**config.mk**
```make
export PLATFORM = sky130hd
export DESIGN_NAME = ff_conv_bank
export DESIGN_NICKNAME = d
export VERILOG_FILES = /design/src/rtl/ff_conv_pkg.sv /design/src/rtl/ff_conv_lane.sv /design/src/rtl/ff_conv_bank.sv
export SDC_FILE = /design/constraint.sdc
export NUM_CORES = 1
export LEC_CHECK = 0
export CORE_MARGIN = 3
export CORE_UTILIZATION = 50
export DETAILED_ROUTE_END_ITERATION = 10
export PLACE_DENSITY = 0.81
export RECOVER_POWER = 50
export SETUP_SLACK_MARGIN = 0.15
export SKIP_LAST_GASP = 1
export SYNTH_ARGS = -nofsm -noshare
export SYNTH_HDL_FRONTEND = slang
export SYNTH_SLANG_ARGS = --single-unit
```
**constraint.sdc**
```tcl
create_clock -name clk -period 2.9 [get_ports clk]
set_input_delay 0.725 -clock clk [delete_from_list [all_inputs] [get_ports clk]]
set_output_delay 0.725 -clock clk [all_outputs]
set_load 0.05 [all_outputs]
```
**src/rtl/ff_conv_pkg.sv**
```systemverilog
// Shared types and the per-lane next-state function for the flip-flop bank.
package ff_conv_pkg;

    typedef enum logic [1:0] {
        MODE_D  = 2'b00,
        MODE_T  = 2'b01,
        MODE_JK = 2'b10,
        MODE_SR = 2'b11
    } mode_e;

    // Result of one lane evaluation: the candidate next state and whether the
    // inputs form the illegal S=R=1 combination in SR mode.
    typedef struct packed {
        logic q_next;
        logic illegal;
    } lane_next_t;

    // a carries D/T/J/S and b carries K/R, depending on the lane mode.
    function automatic lane_next_t lane_next(input mode_e mode, input logic a,
                                             input logic b, input logic q);
        lane_next_t r;
        r.q_next  = q;
        r.illegal = 1'b0;
        case (mode)
            MODE_D:  r.q_next = a;
            MODE_T:  r.q_next = q ^ a;
            MODE_JK: r.q_next = (a & ~q) | (~b & q);
            MODE_SR: begin
                case ({a, b})
                    2'b10:   r.q_next = 1'b1;
                    2'b01:   r.q_next = 1'b0;
                    2'b11: begin
                        r.q_next  = q;
                        r.illegal = 1'b1;
                    end
                    default: r.q_next = q;
                endcase
            end
            default: r.q_next = q;
        endcase
        return r;
    endfunction

endpackage

```
**src/rtl/ff_conv_lane.sv**
```systemverilog
// One lane of the bank: next-state logic plus the lane's q, mode and sticky
// SR error registers. o_change tells the top level this lane will flip q at
// the coming edge, so the bank can count changes without a second q copy.
module ff_conv_lane
    import ff_conv_pkg::*;
#(
    parameter logic       RESET_BIT    = 1'b0,
    parameter logic [1:0] DEFAULT_MODE = 2'b00
) (
    input  logic  clk,
    input  logic  rst_n,
    input  logic  i_en,
    input  logic  i_a,
    input  logic  i_b,
    input  logic  i_mode_we,
    input  mode_e i_mode_wdata,
    input  logic  i_err_clr,
    output logic  o_q,
    output mode_e o_mode,
    output logic  o_sr_err,
    output logic  o_change
);

    logic       r_q;
    mode_e      r_mode;
    logic       r_sr_err;
    lane_next_t w_next;

    // Evaluated with the current mode, so a mode write at this edge only
    // affects behaviour from the following edge.
    assign w_next   = lane_next(r_mode, i_a, i_b, r_q);
    assign o_change = i_en & (w_next.q_next ^ r_q);

    // Lane state update, gated by the bank enable.
    always_ff @(posedge clk or negedge rst_n) begin
        if (!rst_n) begin
            r_q <= RESET_BIT;
        end else if (i_en) begin
            r_q <= w_next.q_next;
        end
    end

    // Mode register; writes never touch q.
    always_ff @(posedge clk or negedge rst_n) begin
        if (!rst_n) begin
            r_mode <= mode_e'(DEFAULT_MODE);
        end else if (i_mode_we) begin
            r_mode <= i_mode_wdata;
        end
    end

    // Sticky SR error; a new illegal condition beats a simultaneous clear.
    always_ff @(posedge clk or negedge rst_n) begin
        if (!rst_n) begin
            r_sr_err <= 1'b0;
        end else if (i_en && w_next.illegal) begin
            r_sr_err <= 1'b1;
        end else if (i_err_clr) begin
            r_sr_err <= 1'b0;
        end
    end

    assign o_q      = r_q;
    assign o_mode   = r_mode;
    assign o_sr_err = r_sr_err;

endmodule

```
**src/rtl/ff_conv_bank.sv**
```systemverilog
// Bank of WIDTH run-time configurable flip-flops (D/T/JK/SR per lane) with
// sticky SR error flags and a saturating change counter for debug.
//
// cfg_we is a single-cycle write strobe with no backpressure: the mode write
// is taken at every edge where cfg_we=1 and cfg_lane addresses a real lane;
// out-of-range lane indices are silently dropped.
module ff_conv_bank
    import ff_conv_pkg::*;
#(
    parameter int               WIDTH        = 8,
    parameter logic [WIDTH-1:0] RESET_VAL    = '0,
    parameter logic [1:0]       DEFAULT_MODE = 2'b00,
    parameter int               CNT_W        = 16,
    localparam int              CFG_W        = (WIDTH > 1) ? $clog2(WIDTH) : 1
) (
    input  logic               clk,
    input  logic               rst_n,
    input  logic               en,
    input  logic [WIDTH-1:0]   a,
    input  logic [WIDTH-1:0]   b,
    input  logic               cfg_we,
    input  logic [CFG_W-1:0]   cfg_lane,
    input  logic [1:0]         cfg_mode,
    input  logic               err_clr,
    output logic [WIDTH-1:0]   q,
    output logic [WIDTH-1:0]   qn,
    output logic [2*WIDTH-1:0] mode_q,
    output logic [WIDTH-1:0]   sr_err,
    output logic [CNT_W-1:0]   chg_cnt
);

    localparam logic [CFG_W:0] LANE_LIMIT = (CFG_W + 1)'(WIDTH);

    logic             w_cfg_ok;
    logic [WIDTH-1:0] w_lane_we;
    logic [WIDTH-1:0] w_change;
    logic [CNT_W-1:0] r_chg_cnt;

    // Ignore writes whose lane index is beyond the last lane.
    assign w_cfg_ok = cfg_we && ({1'b0, cfg_lane} < LANE_LIMIT);

    for (genvar i = 0; i < WIDTH; i++) begin : g_lane
        mode_e w_mode;

        assign w_lane_we[i] = w_cfg_ok && (cfg_lane == CFG_W'(i));

        ff_conv_lane #(
            .RESET_BIT    (RESET_VAL[i]),
            .DEFAULT_MODE (DEFAULT_MODE)
        ) u_lane (
            .clk          (clk),
            .rst_n        (rst_n),
            .i_en         (en),
            .i_a          (a[i]),
            .i_b          (b[i]),
            .i_mode_we    (w_lane_we[i]),
            .i_mode_wdata (mode_e'(cfg_mode)),
            .i_err_clr    (err_clr),
            .o_q          (q[i]),
            .o_mode       (w_mode),
            .o_sr_err     (sr_err[i]),
            .o_change     (w_change[i])
        );

        assign mode_q[2*i +: 2] = w_mode;
    end

    assign qn = ~q;

    // Count enabled edges where any lane flips; hold at all-ones.
    always_ff @(posedge clk or negedge rst_n) begin
        if (!rst_n) begin
            r_chg_cnt <= '0;
        end else if ((|w_change) && (r_chg_cnt != {CNT_W{1'b1}})) begin
            r_chg_cnt <= r_chg_cnt + CNT_W'(1);
        end
    end

    assign chg_cnt = r_chg_cnt;

endmodule

```
==> results of run 1 <==
## per-layer routing
metal | wire length [um] | up-vias
met5 | 0 | -
li1 | - | 1522
met1 | 3680 | 1525
met2 | 4410 | 101
met3 | 387 | 15
met4 | 142 | 0
## report_power, final
part	internal, mW	switching, mW
logic	0.787	1.21
clock network	0.190	0.215
registers	0.821	0.294
total	1.80	1.72
## Yosys cell counts, types with 9 or more instances
cell type  count  share of area
buf_4         16          0.036
xnor2_1       11          0.029
mux2_2        19          0.064
dfrtp_1       48           0.36
o21ai_0       22          0.033
nand3_1       14          0.021
nor3_1         9          0.013
nor2_1        14          0.016
nand2_1       42          0.047
o22ai_1        9          0.017
ha_1          17          0.064
a21oi_1       15          0.022
inv_1         36          0.040
xor2_1         9          0.024
## kinds of logic after synthesis
| group | count (synthesis) |
|---|---|
| AO/OA/AOI/OAI | 72 |
| AND/OR/NAND/NOR | 130 |
| buffers and inverters | 64 |
| flip-flops | 48 |
| XOR/XNOR | 20 |
| adder cells (fa/ha/maj) | 17 |
| multiplexers | 25 |
## worst reg2reg max path: cells and delay by family (launching register included)
kind | cells | cell delay (ps)
flops | 1 | 420
compound gates | 1 | 530
simple gates | 4 | 640
fa+ha+maj | 1 | 220
mux | 1 | 320
buf+inv | 1 | 270
## layout by cell type (no fill, tap or decap), types with 3 or more instances in the layout
| master | count |
|---|---|
| inv_1 | 30 |
| a21oi_1 | 14 |
| or4_4 | 3 |
| nand4b_1 | 3 |
| nor2b_1 | 6 |
| nor3_1 | 6 |
| buf_4 | 37 |
| a32oi_1 | 3 |
| dfrtp_1 | 48 |
| clkbuf_1 | 3 |
| dlymetal6s2s_1 | 9 |
| nand2b_1 | 7 |
| nand2_1 | 42 |
| nor2_1 | 14 |
| nor4_1 | 5 |
| mux2_2 | 19 |
| nand3_1 | 14 |
| a31oi_1 | 4 |
| dlygate4sd3_1 | 3 |
| o21ai_0 | 20 |
| clkbuf_8 | 6 |
| ha_1 | 10 |
| xnor2_2 | 5 |
| nor3b_1 | 5 |
| dlygate4sd2_1 | 5 |
| mux2i_1 | 4 |
| o22ai_1 | 8 |
| inv_2 | 6 |
| xor2_1 | 9 |
| nand4_1 | 8 |
| nor3_2 | 4 |
| ha_4 | 5 |
| clkdlybuf4s50_1 | 63 |
| xnor2_1 | 6 |
## path summary, 6_finish.rpt
check,start,end,cells after the start,slack (ps)
max in group asynchronous,rst_n,g_lane[7].u_lane.o_q$_DFFE_PN0P_,2,1000
worst min-delay path,rst_n,chg_cnt[14]$_DFFE_PN0P_,1,460
worst min register to register,chg_cnt[4]$_DFFE_PN0P_,chg_cnt[4]$_DFFE_PN0P_,1,490
min in group clk,chg_cnt[4]$_DFFE_PN0P_,chg_cnt[4]$_DFFE_PN0P_,1,490
worst max-delay path,a[1],chg_cnt[8]$_DFFE_PN0P_,10,200
worst max register to register,chg_cnt[0]$_DFFE_PN0P_,chg_cnt[1]$_DFFE_PN0P_,8,390
## final cells by class
type,count,area share
Clock buffer,6,0.0176
Clock inverter,1,0.00187
Inverter,36,0.0288
Multi-Input combinational cell,264,0.434
Sequential cell,48,0.256
Tap cell,77,0.0205
Timing Repair Buffer,123,0.242
## state kept, by name (all words and copies together) (netlist names)
| register | count |
|---|---|
| chg_cnt | 16 |
| g_lane.u_lane.o_mode | 16 |
| g_lane.u_lane.o_q | 8 |
| g_lane.u_lane.o_sr_err | 8 |
## what timing repair did
action,in CTS,in global routing
endpoints found under the setup margin,13,16
setup buffers,4,1
pin swaps,13,14
endpoints found under the hold margin,0,0
gates cloned,1,0
gates resized for setup,25,34
hold buffers,0,0
## metrics by stage
stage	cell area [um^2]	setup WS (ps)
floorplan	3350	356
global placement	4340	-338
detailed placement	4340	-383
CTS	4560	137
global route	4690	111
finish	4690	201
==> flow_summary.ini, run 1 <==
[placed_design]
hpwl_um = 6280
dp.cells = 542
gp_congestion = 0.841
io_buffers = 81

[finish]
n_fill_cell = 450
seq_area_um2 = 1200
instances_no_fill = 555
syn_to_final_growth_pct = 40.2
post-route-util = 0.731
final_nets = 521
drive_gt1_frac = 0.226
num_antenna_cells = 0
multi_input_area_um2 = 2040

[synthesis]
ys_warn_count = 0
synth_top_family_by_area = simple AND/OR/NAND/NOR gates
avgSynthCellArea_um2 = 8.90
synthAdderAreaFrac = 0.0636
synth-main-ff-cell = dfrtp_1
synth_fp_nets = 419
syn-cell-area_um2 = 3350
synth_mux_area_frac = 0.0834
ys_async_sr_fraction = 1.00
ys_ff_latch = 48
synthXorXnorAreaFrac = 0.0523
synth_simple_gate_area_share = 0.210
synth.yosys.seq_area_share = 0.359
synth_edf_count = 0
synthCells = 376
synth-compound-area-share = 0.137
synth.distinct_cells = 51

[timing]
min_period_ps = 2700
fmax_ghz = 0.371
max_slew_margin = 0.273
fin_skew_ps = 6.60
hold_viol_final = 0
tns_ps = 0
grt_setup_unrepaired = false
finalCritPeriodShare = 0.931
setup_violations = 0
maxSlewViolCount = 0
worst_pin_slew_ps = 1090
hold_slack_ps = 462

[setup_path]
cp_common_cell = buf_4
crit_buf_inv = 4
crit_path_max_incr_delay_ps = 470
critPathTopFamily = buffers and inverters
crit_slowest_cell = clkdlybuf4s50_1
crit_type = in2reg
cp_max_fo = 6
cp_cell_sequence = clkdlybuf4s50_1, buf_4, o311ai_2, o22ai_2, nand4bb_4, nor4_4, buf_4, buf_2, or3_2, xnor2_1
crit_arrival_ps = 2880
cp.required_ps = 3080
critPathLaunchType = input port
cp-end-kind = register

[outcome]
status = completed

[routing]
drt-total-wl_um = 8620
final_antenna_net_count = 0
drc = 0
drtIter0Drc = 145
drtPass1Iterations = 5
routedWlPerCell_um = 15.5
viasPerCell = 5.70
num_vias = 3163

[global_routing]
grt-ovfl-total = 0
grt_pass1_vias = 2938
grt_max_degree = 33
gr-usage-met3 = 0.0452
use_met1 = 0.277
use_met2 = 0.381
antenna_found_initial = 0
grt_busiest_layer = met2
grt_pass1_wl_um = 13600
grt.total_usage = 0.221

[clock_tree]
cts_num_sinks = 48
cts.htree.levels = 2
cts_tree = yes
clkSlewWorstSetupHoldPaths_ps = 80
ctsLongestPathBuffers = 2
cts_root_buf = clkbuf_8
clk_latency_ps = 300
cts_made_buffers = 5

[floorplanning]
coreArea_um2 = 6420
ios = 82
die_h_um = 87.8
dieArea_um2 = 7710
start_util = 0.521
num_rows = 29
die_w_um = 87.8

[flow_run]
drv_cap = 0

[min_path]
hold_class = in2async

[power_and_ir_drop]
leakage_nw = 2.09
peakVddDrop_uv = 569
power_mw = 3.52
powerDensity_nw_per_um2 = 750
No activity file was read; power rests on OpenSTA's default activity.
==> inputs of run 2 (changes only) <==
--- a/config.mk
+++ b/config.mk
@@ -8,7 +8,7 @@
 export CORE_MARGIN = 3
 export CORE_UTILIZATION = 50
 export DETAILED_ROUTE_END_ITERATION = 10
-export PLACE_DENSITY = 0.81
+export PLACE_DENSITY = 0.88
 export RECOVER_POWER = 50
 export SETUP_SLACK_MARGIN = 0.15
 export SKIP_LAST_GASP = 1
==> run 2 against run 1 <==
Cell count stayed put. Non-clock buffer count is 1 lower. Clock skew shrank 1.3 ps. Sequential power is essentially flat. Largest power group unchanged. Core utilization is 1.2 points lower. Flip-flop and latch count unchanged. Worst setup slack worse by 27 ps.
==> flow_summary.ini, run 2 (synthesis results as in run 1) <==
[finish]
syn_to_final_growth_pct = 38.0
multi_input_area_um2 = 1970
post-route-util = 0.719
final_nets = 520
num_antenna_cells = 0
n_fill_cell = 465
seq_area_um2 = 1200
final_common_cell = clkdlybuf4s50_1
drive_gt1_frac = 0.211
final_cell_mix = 65 x clkdlybuf4s50_1, 48 x dfrtp_1, 42 x nand2_1, 37 x buf_4, 32 x inv_1

[routing]
drtPass1Iterations = 4
num_vias = 3232
viasPerCell = 5.82
drt-total-wl_um = 9200
final_antenna_net_count = 0
routedWlPerCell_um = 16.6
drtIter0Drc = 160
drc = 0

[min_path]
hold_class = reg2reg

[setup_path]
critPathTopFamily = simple AND/OR/NAND/NOR gates
cp_num_cells = 11
crit_type = in2reg
cp_max_fo = 6
critPathLaunch = b[1]
critPathCapture = chg_cnt[14]$_DFFE_PN0P_
crit_buf_inv = 3
r2r_start = g_lane[0].u_lane.o_mode[1]$_DFFE_PN0P_
cp-end-kind = register
crit_slowest_cell = or4_2
r2r_slack_ps = 400
rr_worst_depth = 8
crit_path_max_incr_delay_ps = 550
critPathLaunchType = input port
cp.required_ps = 3100
r2r_end = chg_cnt[14]$_DFFE_PN0P_
cp_common_cell = xnor2_1
cp_cell_sequence = clkdlybuf4s50_1, inv_1, ha_2, xnor2_1, nor3b_2, o22ai_2, nand4bb_4, nor4_4, buf_4, or4_2, xnor2_1
crit_arrival_ps = 2920

[timing]
worst_pin_slew_ps = 973
hold_viol_final = 0
maxSlewViolCount = 0
setup_violations = 0
fmax_ghz = 0.367
fin_skew_ps = 5.32
layout_setup_ws_ps = 175
tns_ps = 0
max_slew_margin = 0.351
min_period_ps = 2730
finalCritPeriodShare = 0.940
grt_setup_unrepaired = true

[floorplanning]
coreArea_um2 = 6420
die_h_um = 87.8
ios = 82
die_w_um = 87.8
dieArea_um2 = 7710
num_rows = 29
start_util = 0.521

[power_and_ir_drop]
power_mw = 3.61
peakVddDrop_uv = 454
power_frac_comb = 0.557
powerDensity_nw_per_um2 = 782
p_int_mw = 1.85
p_seq_frac = 0.308
pwr-share-clk = 0.135
sw_frac_of_total = 0.489
p_sw_mw = 1.77
leakage_nw = 1.99

[flow_run]
drv_cap = 0

[placed_design]
io_buffers = 81
dpl_worst_slack_ps = -473
hpwl_um = 6510
gp_congestion = 0.863

[outcome]
status = completed

[clock_tree]
cts_tree = yes
cts_root_buf = clkbuf_8
cts.htree.levels = 2
cts_hold_buf = 0
ctsLongestPathBuffers = 2
clk_latency_ps = 300
cts_made_buffers = 5
clkSlewWorstSetupHoldPaths_ps = 90
cts_num_sinks = 48

[global_routing]
grt_pass1_wl_um = 14600
grt_max_degree = 33
grt_pass1_vias = 3131
grt-ovfl-total = 0
antenna_found_initial = 0
grt.total_usage = 0.239
run 2: layout make-up:
class,instances,share of cell area
Multi-Input combinational cell,264,0.426
Sequential cell,48,0.260
Timing Repair Buffer,122,0.240
Inverter,36,0.0293
Tap cell,77,0.0209
Clock buffer,5,0.0149
Clock inverter,3,0.00921
run 2: power by group through the flow:
stage / combinational (mW) / sequential, mW / clock (mW)
6_report: 2.01 / 1.11 / 0.489
5_1_grt: 2.12 / 1.15 / 0.527
4_1_cts: 1.98 / 1.10 / 0.497
3_5_place_dp: 1.90 / 1.11 / 0
3_3_place_gp: 1.86 / 1.09 / 0
2_1_floorplan: 1.05 / 1.36 / 0
run 2: how the worst min path moves through the flow:
stage | startpoint | to | slack [ps] | depth (start not counted)
floorplan | rst_n | chg_cnt[0]$_DFFE_PN0P_ | 430 | 0
CTS | rst_n | chg_cnt[13]$_DFFE_PN0P_ | 340 | 1
global placement | chg_cnt[13]$_DFFE_PN0P_ | chg_cnt[13]$_DFFE_PN0P_ | 490 | 1
global route | chg_cnt[13]$_DFFE_PN0P_ | chg_cnt[13]$_DFFE_PN0P_ | 520 | 1
finish | chg_cnt[13]$_DFFE_PN0P_ | chg_cnt[13]$_DFFE_PN0P_ | 510 | 1
detailed placement | chg_cnt[13]$_DFFE_PN0P_ | chg_cnt[13]$_DFFE_PN0P_ | 500 | 1
run 2: worst register-to-register path: cells and delay by family (launching register included):
kind / cells / cell delay (ps)
buffers and inverters: 1 / 160
DFF: 1 / 510
and+or+nand+nor: 4 / 1310
xor gates and xnor gates: 1 / 150
AOI/OAI and AO/OA: 2 / 270
run 2: timing repair:
action / 4_1_cts / 5_1_grt
pin swaps: 17 / 8
gates resized for setup: 34 / 10
setup endpoints to repair: 16 / 16
buffers inserted: 8 / 0
run 2: per-stage QoR:
| stage | instances | hold WS [ps] | instance area (um^2) |
|---|---|---|---|
| after detailed placement | 539 | 502 | 4330 |
| after floorplan | 376 | 429 | 3350 |
| after CTS | 555 | 339 | 4590 |
| final | 555 | 509 | 4620 |
| after global placement | 539 | 488 | 4330 |
| after global routing | 555 | 523 | 4620 |
run 2: routing by layer:
layer | track usage | routed length [um]
met2 | 0.416 | 4700
met4 | 0.114 | 321
met3 | 0.0263 | 468
met5 | 0 | 0
met1 | 0.295 | 3710
==> inputs of run 3 (changes only) <==
--- a/config.mk
+++ b/config.mk
@@ -12,6 +12,7 @@
 export RECOVER_POWER = 50
 export SETUP_SLACK_MARGIN = 0.15
 export SKIP_LAST_GASP = 1
+export SLEW_MARGIN = 10
 export SYNTH_ARGS = -nofsm -noshare
 export SYNTH_HDL_FRONTEND = slang
 export SYNTH_SLANG_ARGS = --single-unit
==> results of run 3 <==
No change in the layout: final DEF, timing and power equal those of run 2.
